## src/rtl/divu_seq.sv

```systemverilog
// divu_seq: iterative unsigned divider, one restoring shift-subtract step per clock.
// A controller raises start_i while the unit is idle, then polls busy_o; the
// quotient (y_bo) and remainder (r_bo) update on the edge where busy_o falls
// and are held until the next accepted start.
// Optional feature macro: DIVU_SEQ_DIVZERO_FAST_EN. When defined, a zero
// divisor completes after a single WORK cycle instead of WIDTH cycles.
// Reset (rst_i) is asynchronous and active-low.

module divu_seq #(
   parameter int WIDTH = 8
) (
   input  logic             clk_i,
   input  logic             rst_i,
   input  logic             start_i,
   input  logic [WIDTH-1:0] a_bi,
   input  logic [WIDTH-1:0] b_bi,
   output logic             busy_o,
   output logic [WIDTH-1:0] y_bo,
   output logic [WIDTH-1:0] r_bo
);

   // The counter must be able to hold step indices 0..WIDTH-1.
   localparam int CW = $clog2(WIDTH + 1);
   localparam logic [CW-1:0] LAST_CNT = CW'(WIDTH - 1);

   typedef enum logic {
      IDLE = 1'b0,
      WORK = 1'b1
   } state_t;

   state_t           state;
   state_t           state_next;
   logic [CW-1:0]    cnt;
   logic [WIDTH:0]   rem;        // partial remainder, one bit wider than operands
   logic [WIDTH-1:0] quo;        // dividend shifts out, quotient shifts in
   logic [WIDTH-1:0] div;        // divisor captured on accept

   logic             accept;
   logic             last_step;
   logic             busy;
   logic             fast_done;

   // One restoring step, computed combinationally from the current registers.
   logic [2*WIDTH:0] pair_sh;
   logic [WIDTH:0]   rem_sh;
   logic [WIDTH-1:0] quo_sh;
   logic [WIDTH:0]   rem_diff;
   logic             rem_ge;
   logic [WIDTH:0]   rem_step;
   logic [WIDTH-1:0] quo_step;

`ifdef DIVU_SEQ_DIVZERO_FAST_EN
   logic divz;                   // current division has a zero divisor

   // Remember whether the accepted divisor was zero so WORK can finish at once.
   always_ff @(posedge clk_i or negedge rst_i) begin
      if (!rst_i) begin
         divz <= 1'b0;
      end else if (accept) begin
         divz <= (b_bi == '0);
      end
   end

   assign fast_done = divz;
`else
   assign fast_done = 1'b0;
`endif

   // Shift {rem, quo} left as one register pair and try to subtract the divisor.
   always_comb begin
      pair_sh  = {rem, quo} << 1;
      rem_sh   = pair_sh[2*WIDTH:WIDTH];
      quo_sh   = pair_sh[WIDTH-1:0];
      rem_ge   = (rem_sh >= {1'b0, div});
      rem_diff = rem_sh - {1'b0, div};
      rem_step = rem_ge ? rem_diff : rem_sh;
      quo_step = quo_sh | {{(WIDTH-1){1'b0}}, rem_ge};
   end

   // FSM state register.
   always_ff @(posedge clk_i or negedge rst_i) begin
      if (!rst_i) begin
         state <= IDLE;
      end else begin
         state <= state_next;
      end
   end

   // FSM next-state and control decode.
   always_comb begin
      state_next = state;
      accept     = 1'b0;
      last_step  = 1'b0;
      busy       = 1'b0;
      case (state)
         IDLE: begin
            if (start_i) begin
               accept     = 1'b1;
               state_next = WORK;
            end
         end
         WORK: begin
            busy      = 1'b1;
            last_step = (cnt == LAST_CNT) || fast_done;
            if (last_step) begin
               state_next = IDLE;
            end
         end
         default: begin
            state_next = IDLE;
         end
      endcase
   end

   assign busy_o = busy;

   // Working registers: load on accept, step once per WORK cycle.
   always_ff @(posedge clk_i or negedge rst_i) begin
      if (!rst_i) begin
         cnt <= '0;
         rem <= '0;
         quo <= '0;
         div <= '0;
      end else if (accept) begin
         cnt <= '0;
         rem <= '0;
         quo <= a_bi;
         div <= b_bi;
      end else if (state == WORK) begin
         cnt <= cnt + 1'b1;
         rem <= rem_step;
         quo <= quo_step;
      end
   end

   // Result registers: written only on the completion edge, otherwise held.
   always_ff @(posedge clk_i or negedge rst_i) begin
      if (!rst_i) begin
         y_bo <= '0;
         r_bo <= '0;
      end else if (last_step) begin
         if (fast_done) begin
            // quo still holds the untouched dividend after the accept edge.
            y_bo <= '1;
            r_bo <= quo;
         end else begin
            y_bo <= quo_step;
            r_bo <= rem_step[WIDTH-1:0];
         end
      end
   end

endmodule

```

## config.mk

```make
export PLATFORM = sky130hd
export DESIGN_NAME = divu_seq
export DESIGN_NICKNAME = d
export VERILOG_FILES = /design/src/rtl/divu_seq.sv
export SDC_FILE = /design/constraint.sdc
export NUM_CORES = 1
export LEC_CHECK = 0
export ABC_AREA = 1
export ABC_CLOCK_PERIOD_IN_PS = 2400
export BUFFER_PORTS_ARGS = -buffer_cell sky130_fd_sc_hd__buf_2
export CORE_ASPECT_RATIO = 0.7
export CORE_UTILIZATION = 45
export CTS_CLUSTER_DIAMETER = 200
export DETAILED_ROUTE_END_ITERATION = 10
export PLACE_DENSITY_LB_ADDON = 0.3
export SLEW_MARGIN = 30
export SYNTH_ARGS = -nofsm -noshare
export SYNTH_HDL_FRONTEND = slang
export SYNTH_SLANG_ARGS = --single-unit
```

## constraint.sdc

```tcl
create_clock -name clk_i -period 2.4 [get_ports clk_i]
set_input_delay 0.12 -clock clk_i [delete_from_list [all_inputs] [get_ports clk_i]]
set_output_delay 0.12 -clock clk_i [all_outputs]
set_load 0.02 [all_outputs]
```

; ---- Yosys cells after proc, flatten, opt, wreduce, memory -nomap -nowiden
; Cells that the tools add are included.
[op_classes]
n_addsub = 2
n_mul = 0
n_div = 0
magnitude_cmp = 1
eq_ne = 1
shift = 0
n_mux = 13
n_bitwise = 2
reduce_logical = 1
[ops]
columns = cell, n
row1 = two-way mux 8 bit, 5
row2 = >= comparator 9 x 8 -> 1 bit, 1
row3 = two-way mux 4 bit, 2
row4 = bitwise OR 8 x 1 -> 8 bit, 1
row5 = subtractor 8 bit, 1
row6 = two-way mux 1 bit, 5
row7 = "adder 4 x 1 -> 4 bit, second input constant", 1
row8 = "equality test 4 x 3 -> 1 bit, second input constant", 1
row9 = one-hot mux 1 bit (2 select lines), 1
row10 = nonzero test 2 bit, 1
row11 = NOT 1 bit, 1
[totals]
regBits = 45
latch_bits = 0
ram_bits = 0
mem_bits_ro = 0
out_inout_bits = 17
wordCells = 27
n_memories = 0

; ---- Logic depth before layout (Yosys ltp)
; Gate-level depths: netlist of the first run.
[depth]
ltp_word = 4
depth_mapped = 14
ltp_nobuf = 14

; ---- Least setup slack after synthesis of the first run
; No wires, ideal clock.
[synth_timing]
path_kind = flip-flop to flip-flop
from = register quo[7]
to = register rem[6]
setup_ps = 117
arrival_time_ps = 1513
path_slack_ps = 769
stages_incl_launch_ff = 15
path_buffers = 0
period_less_slack_ps = 1631
path_cell_list = dfrtp_1 inv_1 ha_1 inv_1 fa_1 nand2_1 nand2_1 nand3_1 nand2_1 nand2_1 nand2_1 nand2_1 nand2_1 nand2_1 nand2_1
[synth_between]
elab_chain_len = 4
word_cells_on_any_way = 5
cone_classes = add/sub: 1 / order compare: 1 / mux: 3
[synth_rtl]
columns = element, line
row1 = "start, declared", 35  ; logic [WIDTH-1:0] quo;
row2 = "start signal, assigned", 127  ; quo <= a_bi;
row3 = "start signal, assigned", 132  ; quo <= quo_step;
row4 = subtractor 8 bit / >= comparator 9 x 8 -> 1 bit (equally long branches), "75, 74"
row5 = two-way mux 8 bit (*), 76  ; rem_step = rem_ge ? rem_diff : rem_sh;
row6 = two-way mux 8 bit (*), 129  ; end else if (state == WORK) begin
row7 = two-way mux 8 bit (*), 124  ; end else if (accept) begin
row8 = "end signal, assigned", 131  ; rem <= rem_step;
row9 = "end, declared", 34  ; logic [WIDTH:0] rem;
; Every way passes the cells marked *; elsewhere a longest branch is shown, timed or not. The select of a mux whose other input is x is not followed.
; A chain may end at the register's enable or synchronous reset.

; ---- Worst setup path in the final report of the first run
[layout_timing]
from = register quo[7]
to = register rem[4]
; Same word-level chain as after synthesis.

==> results_dict.tcl, run 1 <==
set metrics [dict create \
    status "finished, final reports clean" \
    p_leak_nw 1.41 \
    synth_edf_count 0 \
    seq_area_frac_synth_pct 49.4 \
    cp-end-kind "flop" \
    finalWorstSetupSlack_ns 0.550 \
    drt-initial-drc-count 69 \
    std_cell_rows 21 \
    nFillCells 510 \
    preCtsSetupSlack_ns 0.558 \
    root_buffer "clkbuf_8" \
    synth_area_leader_cell "dfrtp_1" \
    design.portCount 36 \
    period_needed_ns 1.85 \
    slew_headroom_pct 55.1 \
    drv_cap 0 \
    drtAntennaViolNets 0 \
    instances_no_fill 384 \
    diodes 0 \
    gp_congestion 0.833 \
    fmax_ghz 0.541 \
    fin_skew_ns 0.0107 \
    ys_top_cells_by_area "dfrtp_1 (49%), nand2_1 (17%), inv_1 (5.1%)" \
    nNetsFinal 343 \
    worst-path-buf-inv 2 \
    async_reset_ff_share_pct 100 \
    yosysMostFrequentCell "nand2_1" \
    cp.required_ns 2.60 \
    post_drt_wl_per_cell_um 12.4 \
    syn_area_per_cell_um2 8.26 \
    dp_hpwl_um 3480 \
    cp_slowest_cell "dfrtp_1" \
    clock-sinks 45 \
    synth_area_um2 2280 \
    gr-total-overflow 0 \
    cts_buffer_depth 2 \
    drcViolationCount 0 \
    via_per_inst 4.90 \
    crit_family "adder cells" \
    hold_slack_ns 0.0263 \
    critPathKind "reg -> reg" \
    rsz0062_at_grt "no" \
    cts_resized 0 \
    peakVddDrop_mv 0.592 \
    via_count 1883 \
    startpoint_type "flop" \
    rrSetupSlack_ns 0.55 \
    synth_top_cell_area_share_pct 49.4 \
    wl_um 4750 \
    grt_first_pass_wirelength_um 7750 \
    yosys-top-cells-count "nand2_1 (103), dfrtp_1 (45), inv_1 (31)" \
    start_util_pct 47.1 \
    cts_setup_buffers 0 \
    worstPathCellList "inv_1, ha_1, inv_1, fa_1, nand2_1, nand2_1, nand2_1, xor2_1, nand2_1, nand3_1, nand2_1" \
    gr-usage-all-layers_pct 19.8 \
    syn2layout_area_growth_pct 15.3 \
    yosysWarnings 0 \
    fin_area_um2 2630 \
    cts_tree "done" \
    crit_top_cell "nand2_1" \
    drive_gt1_share_pct 17.8 \
    die_w_um 87.0 \
    ys_types 31 \
    cp.arrival_ns 2.05 \
    port_buffers 35 \
    fin_tns_setup_ns 0 \
    post-route-period-util_pct 77.1 \
    fp.dieArea_um2 5360 \
    cts_buffers 5 \
    slew_viol_final 0 \
    power_density_nw_per_um2 1680 \
    core-area_um2 4830 \
    dr.pass1.iters 4 \
    hold_class "in -> reg" \
    grt_max_degree 46 \
    synth_nets 305 \
    antenna_found_initial 0 \
    critPathMaxFanout 3 \
    grt_pass1_vias 1622 \
    setup_violations 0 \
    clock_latency_ns 0.30 \
    place_area_um2 2530 \
    worstMarginPinSlew_ns 0.673 \
    report.final.hold_viol_count 0 \
    die_h_um 61.5 \
    ys.flop_type "dfrtp_1" \
    syn_inst 276 \
    clk_transition_reported_paths_ns 0.09 \
    ys_ff_latch 45 \
    htreeDepth 2 \
    cpPeakStageDelay_ns 0.37 \
    dp_cells 375 \
]
[cell usage in the layout, fill, tap and decap left out, types with 3 or more instances in the layout]
master,synthesis,final
nor2_1,9,9
nand3b_1,4,4
nand2_1,103,103
buf_2,3,34
o221ai_1,7,7
buf_4,0,3
o21ai_0,9,9
ha_1,9,9
dfrtp_1,45,45
inv_1,31,31
nand3_1,22,22
o21ai_1,7,7
clkbuf_8,0,5
[stage by stage]
stage,utilization [%],power (W)
3_3_place_gp,52.2,0.00390
2_1_floorplan,-,0.00332
6_report,54.3,0.00442
4_1_cts,54.3,0.00445
3_5_place_dp,52.3,0.00395
5_1_grt,54.3,0.00490
[report_power, final]
group | leakage [nW] | internal, W | switching [W]
clock | 0.0445 | 0.000207 | 0.000261
sequential | 0.549 | 0.00114 | 0.000245
combinational | 0.815 | 0.000928 | 0.00164
[cell type report]
type	count	area [um^2]	share of cell area [%]
clock buffer	5	68.8	2.62
clock inverter	3	21.3	0.810
multi-input combinational	191	998	38.0
inverter	33	124	4.71
tap	69	86.3	3.29
timing repair buffer	38	203	7.71
sequential	45	1130	42.9
[routing by layer]
metal  GRT usage (%)  vias up  wire, um
li1                -      964         -
met4            5.71        0         0
met1            31.0      863      2540
met2            26.0       56      1890
met5               0        -         0
met3            5.50        0       320
[cells by family (layout without fill, tap and decap cells)]
| logic type | Yosys count | in the layout | synth area share [%] |
|---|---|---|---|
| simple gates | 149 | 149 | 28.8 |
| flops | 45 | 45 | 49.4 |
| buf+inv | 40 | 79 | 6.75 |
| compound gates | 29 | 29 | 8.02 |
| fa+ha+maj | 10 | 10 | 5.82 |
| xor+xnor | 2 | 2 | 0.769 |
| mux | 1 | 1 | 0.439 |
[worst min-delay path, cell delays in order]
cell,delay [ns]
buf_2,0.07
nand2_1,0.04
o21ai_0,0.05
[path summary, 6_finish.rpt]
kind                                     startpoint             endpoint  cells after the start
worst max-delay path             quo[7]$_DFFE_PN0P_   rem[4]$_DFFE_PN0P_                     11
worst min-delay path                        b_bi[6]   div[6]$_DFFE_PN0P_                      3
worst max register to register   quo[7]$_DFFE_PN0P_   rem[4]$_DFFE_PN0P_                     11
worst min register to register  r_bo[6]$_DFFE_PN0P_  r_bo[6]$_DFFE_PN0P_                      2
max in group asynchronous                     rst_i  y_bo[2]$_DFFE_PN0P_                      2
min in group asynchronous                     rst_i  r_bo[6]$_DFFE_PN0P_                      2
[what timing repair did]
item,in CTS,in global routing
hold endpoints to repair,45,0
endpoints found under the setup margin,0,0
hold buffers,1,0
[flip-flops by register name, indices dropped and copies added (netlist names)]
name / count
rem: 8
quo: 8
r_bo: 8
state: 1
cnt: 4
y_bo: 8
div: 8
(Power assumes the default switching activity.)
==> inputs of run 2 (changes only) <==
ABC_CLOCK_PERIOD_IN_PS = 1800   (was 2400)
clock period = 1.8 ns   (was 2.4 ns; I/O delays follow)
==> run 2 against run 1 <==
Net effect:
- clock skew is 0.0015 ns lower
- sequential share of layout area down 5.5 points
- maximum frequency grew 6.6%
- worst setup slack worse by 0.48 ns
- sequential cell count unchanged
- critical path depth shrank 2
- register-to-register slack worse by 0.48 ns
- count of clock-buffer cells in the layout increased by 1
- hold slack worse by 0.021 ns
- first-iteration DRC count grew 110%
- global-route usage rose by 0.10 points
- non-clock buffer count increased by 27
- critical path type unchanged
- highest routed layer is now met4
==> results_dict.tcl, run 2 (synthesized netlist as in run 1, its figures left out) <==
set metrics [dict create \
    startpoint_type "flop" \
    cp_slowest_cell "dfrtp_2" \
    busiest_layer "met1" \
    std_cell_rows 21 \
    fin_skew_ns 0.00919 \
    gr-usage-met1_pct 32.3 \
    core-area_um2 4830 \
    diodes 0 \
    period_needed_ns 1.73 \
    post_drt_wl_per_cell_um 13.3 \
    gr-total-overflow 0 \
    clock-sinks 45 \
    fmax_ghz 0.576 \
    globalRouteMet3Util_pct 5.76 \
    worstMarginPinSlew_ns 0.681 \
    slew_headroom_pct 54.5 \
    status "finished, final reports clean" \
    grt_first_pass_wirelength_um 7830 \
    layout_commonest_cell "nand2_1" \
    nNetsFinal 371 \
    post-route-period-util_pct 96.4 \
    htreeDepth 2 \
    via_count 1970 \
    drv_cap 0 \
    report.final.hold_viol_count 0 \
    grt_pass1_vias 1519 \
    clk_transition_reported_paths_ns 0.09 \
    setup_violations 0 \
    cts_buffers 5 \
    cts_tree "done" \
    critPathKind "reg -> reg" \
    syn2layout_area_growth_pct 33.1 \
    drt-initial-drc-count 148 \
    gp_congestion 0.857 \
    die_h_um 61.5 \
    cts_buffer_depth 2 \
    start_util_pct 47.1 \
    critPathMaxFanout 5 \
    clock_latency_ns 0.30 \
    fin_tns_setup_ns 0 \
    fp.dieArea_um2 5360 \
    gr-usage-all-layers_pct 19.9 \
    grt_max_degree 46 \
    drcViolationCount 0 \
    design.portCount 36 \
    grtUsageMet2_pct 25.3 \
    cpPeakStageDelay_ns 0.46 \
    hold_slack_ns 0.00554 \
    preCtsSetupSlack_ns -0.00129 \
    place_area_um2 2590 \
    drive_gt1_share_pct 30.3 \
    wl_um 5490 \
    rsz0062_at_grt "yes" \
    port_buffers 35 \
    slew_viol_final 0 \
    finalWorstSetupSlack_ns 0.0653 \
    cp-end-kind "flop" \
    hold_class "in -> reg" \
    antenna_found_initial 0 \
    worstPathCellList "ha_4, or2_4, nand3_2, nand2_4, nand2_8, buf_4, nand3_1, nand3_1, nand2_1" \
    final_cell_mix "nand2_1 (100), dfrtp_1 (40), buf_2 (35)" \
    dp_hpwl_um 3660 \
    fin_area_um2 3030 \
    cp.required_ns 2.00 \
    crit_top_cell "nand3_1" \
    root_buffer "clkbuf_8" \
    dr.pass1.iters 5 \
    via_per_inst 4.78 \
    cp.arrival_ns 1.93 \
    die_w_um 87.0 \
    drtAntennaViolNets 0 \
]
[run 2: changes by cell type in the layout (fill, tap and decap cells not counted), sizes merged]
cell         before  now
buf              37   58
dlygate4sd3       1    7
clkbuf            5    6
clkinvlp          1    0
nand2           106  107
[run 2: layout make-up]
| cell class | count | area, um^2 |
|---|---|---|
| flip-flops and latches | 45 | 1130 |
| multi-input cells | 192 | 1160 |
| clock buffers | 6 | 82.6 |
| clock inverters | 2 | 13.8 |
| repair buffers | 65 | 434 |
| inverters | 33 | 124 |
| well taps | 69 | 86.3 |
| fillers | 432 | 1800 |
[run 2: critical path: cells and delay by family (launching register included)]
kind	cells	cell delay [ns]
adder cells (fa/ha/maj)	1	0.25
buffers and inverters	1	0.11
AND/OR/NAND/NOR	7	0.81
flip-flops	1	0.46
[run 2: per-layer routing]
metal / routed length, um / share of wire (%) / up-vias
met5: 0 / 0 / -
met4: 22 / 0.40 / 0
met3: 327 / 6.0 / 4
met2: 2340 / 43 / 51
met1: 2800 / 51 / 902
li1: - / - / 1013
[run 2: what timing repair did]
item | CTS | global route
endpoints found under the setup margin | 8 | 17
setup buffers | 2 | 10
pin swaps | 1 | 10
cloned | 0 | 1
hold buffers | 7 | 0
gates resized for setup | 3 | 30
hold endpoints to repair | 51 | 0
[run 2: final timing paths]
kind	start	endpoint	slack, ns	cells after the start
worst max-delay path	rem[1]$_DFFE_PN0P_	rem[0]$_DFFE_PN0P_	0.07	9
max in group asynchronous	rst_i	rem[1]$_DFFE_PN0P_	0.99	3
worst min register to register	r_bo[3]$_DFFE_PN0P_	r_bo[3]$_DFFE_PN0P_	0.48	2
worst max register to register	rem[1]$_DFFE_PN0P_	rem[0]$_DFFE_PN0P_	0.07	9
min in group asynchronous	rst_i	r_bo[4]$_DFFE_PN0P_	0.39	3
worst min-delay path	a_bi[4]	quo[4]$_DFFE_PN0P_	0.006	3
[run 2: metrics by stage]
step                instances  util (%)
floorplan                 276         -
global placement          384      53.6
detailed placement        384      53.6
CTS                       401      57.9
global route              412      62.7
finish                    412      62.7
Power of run 2 is left out: the tool's default activity adds up to more than one toggle a clock period on the data nets, which glitch-free logic cannot reach.
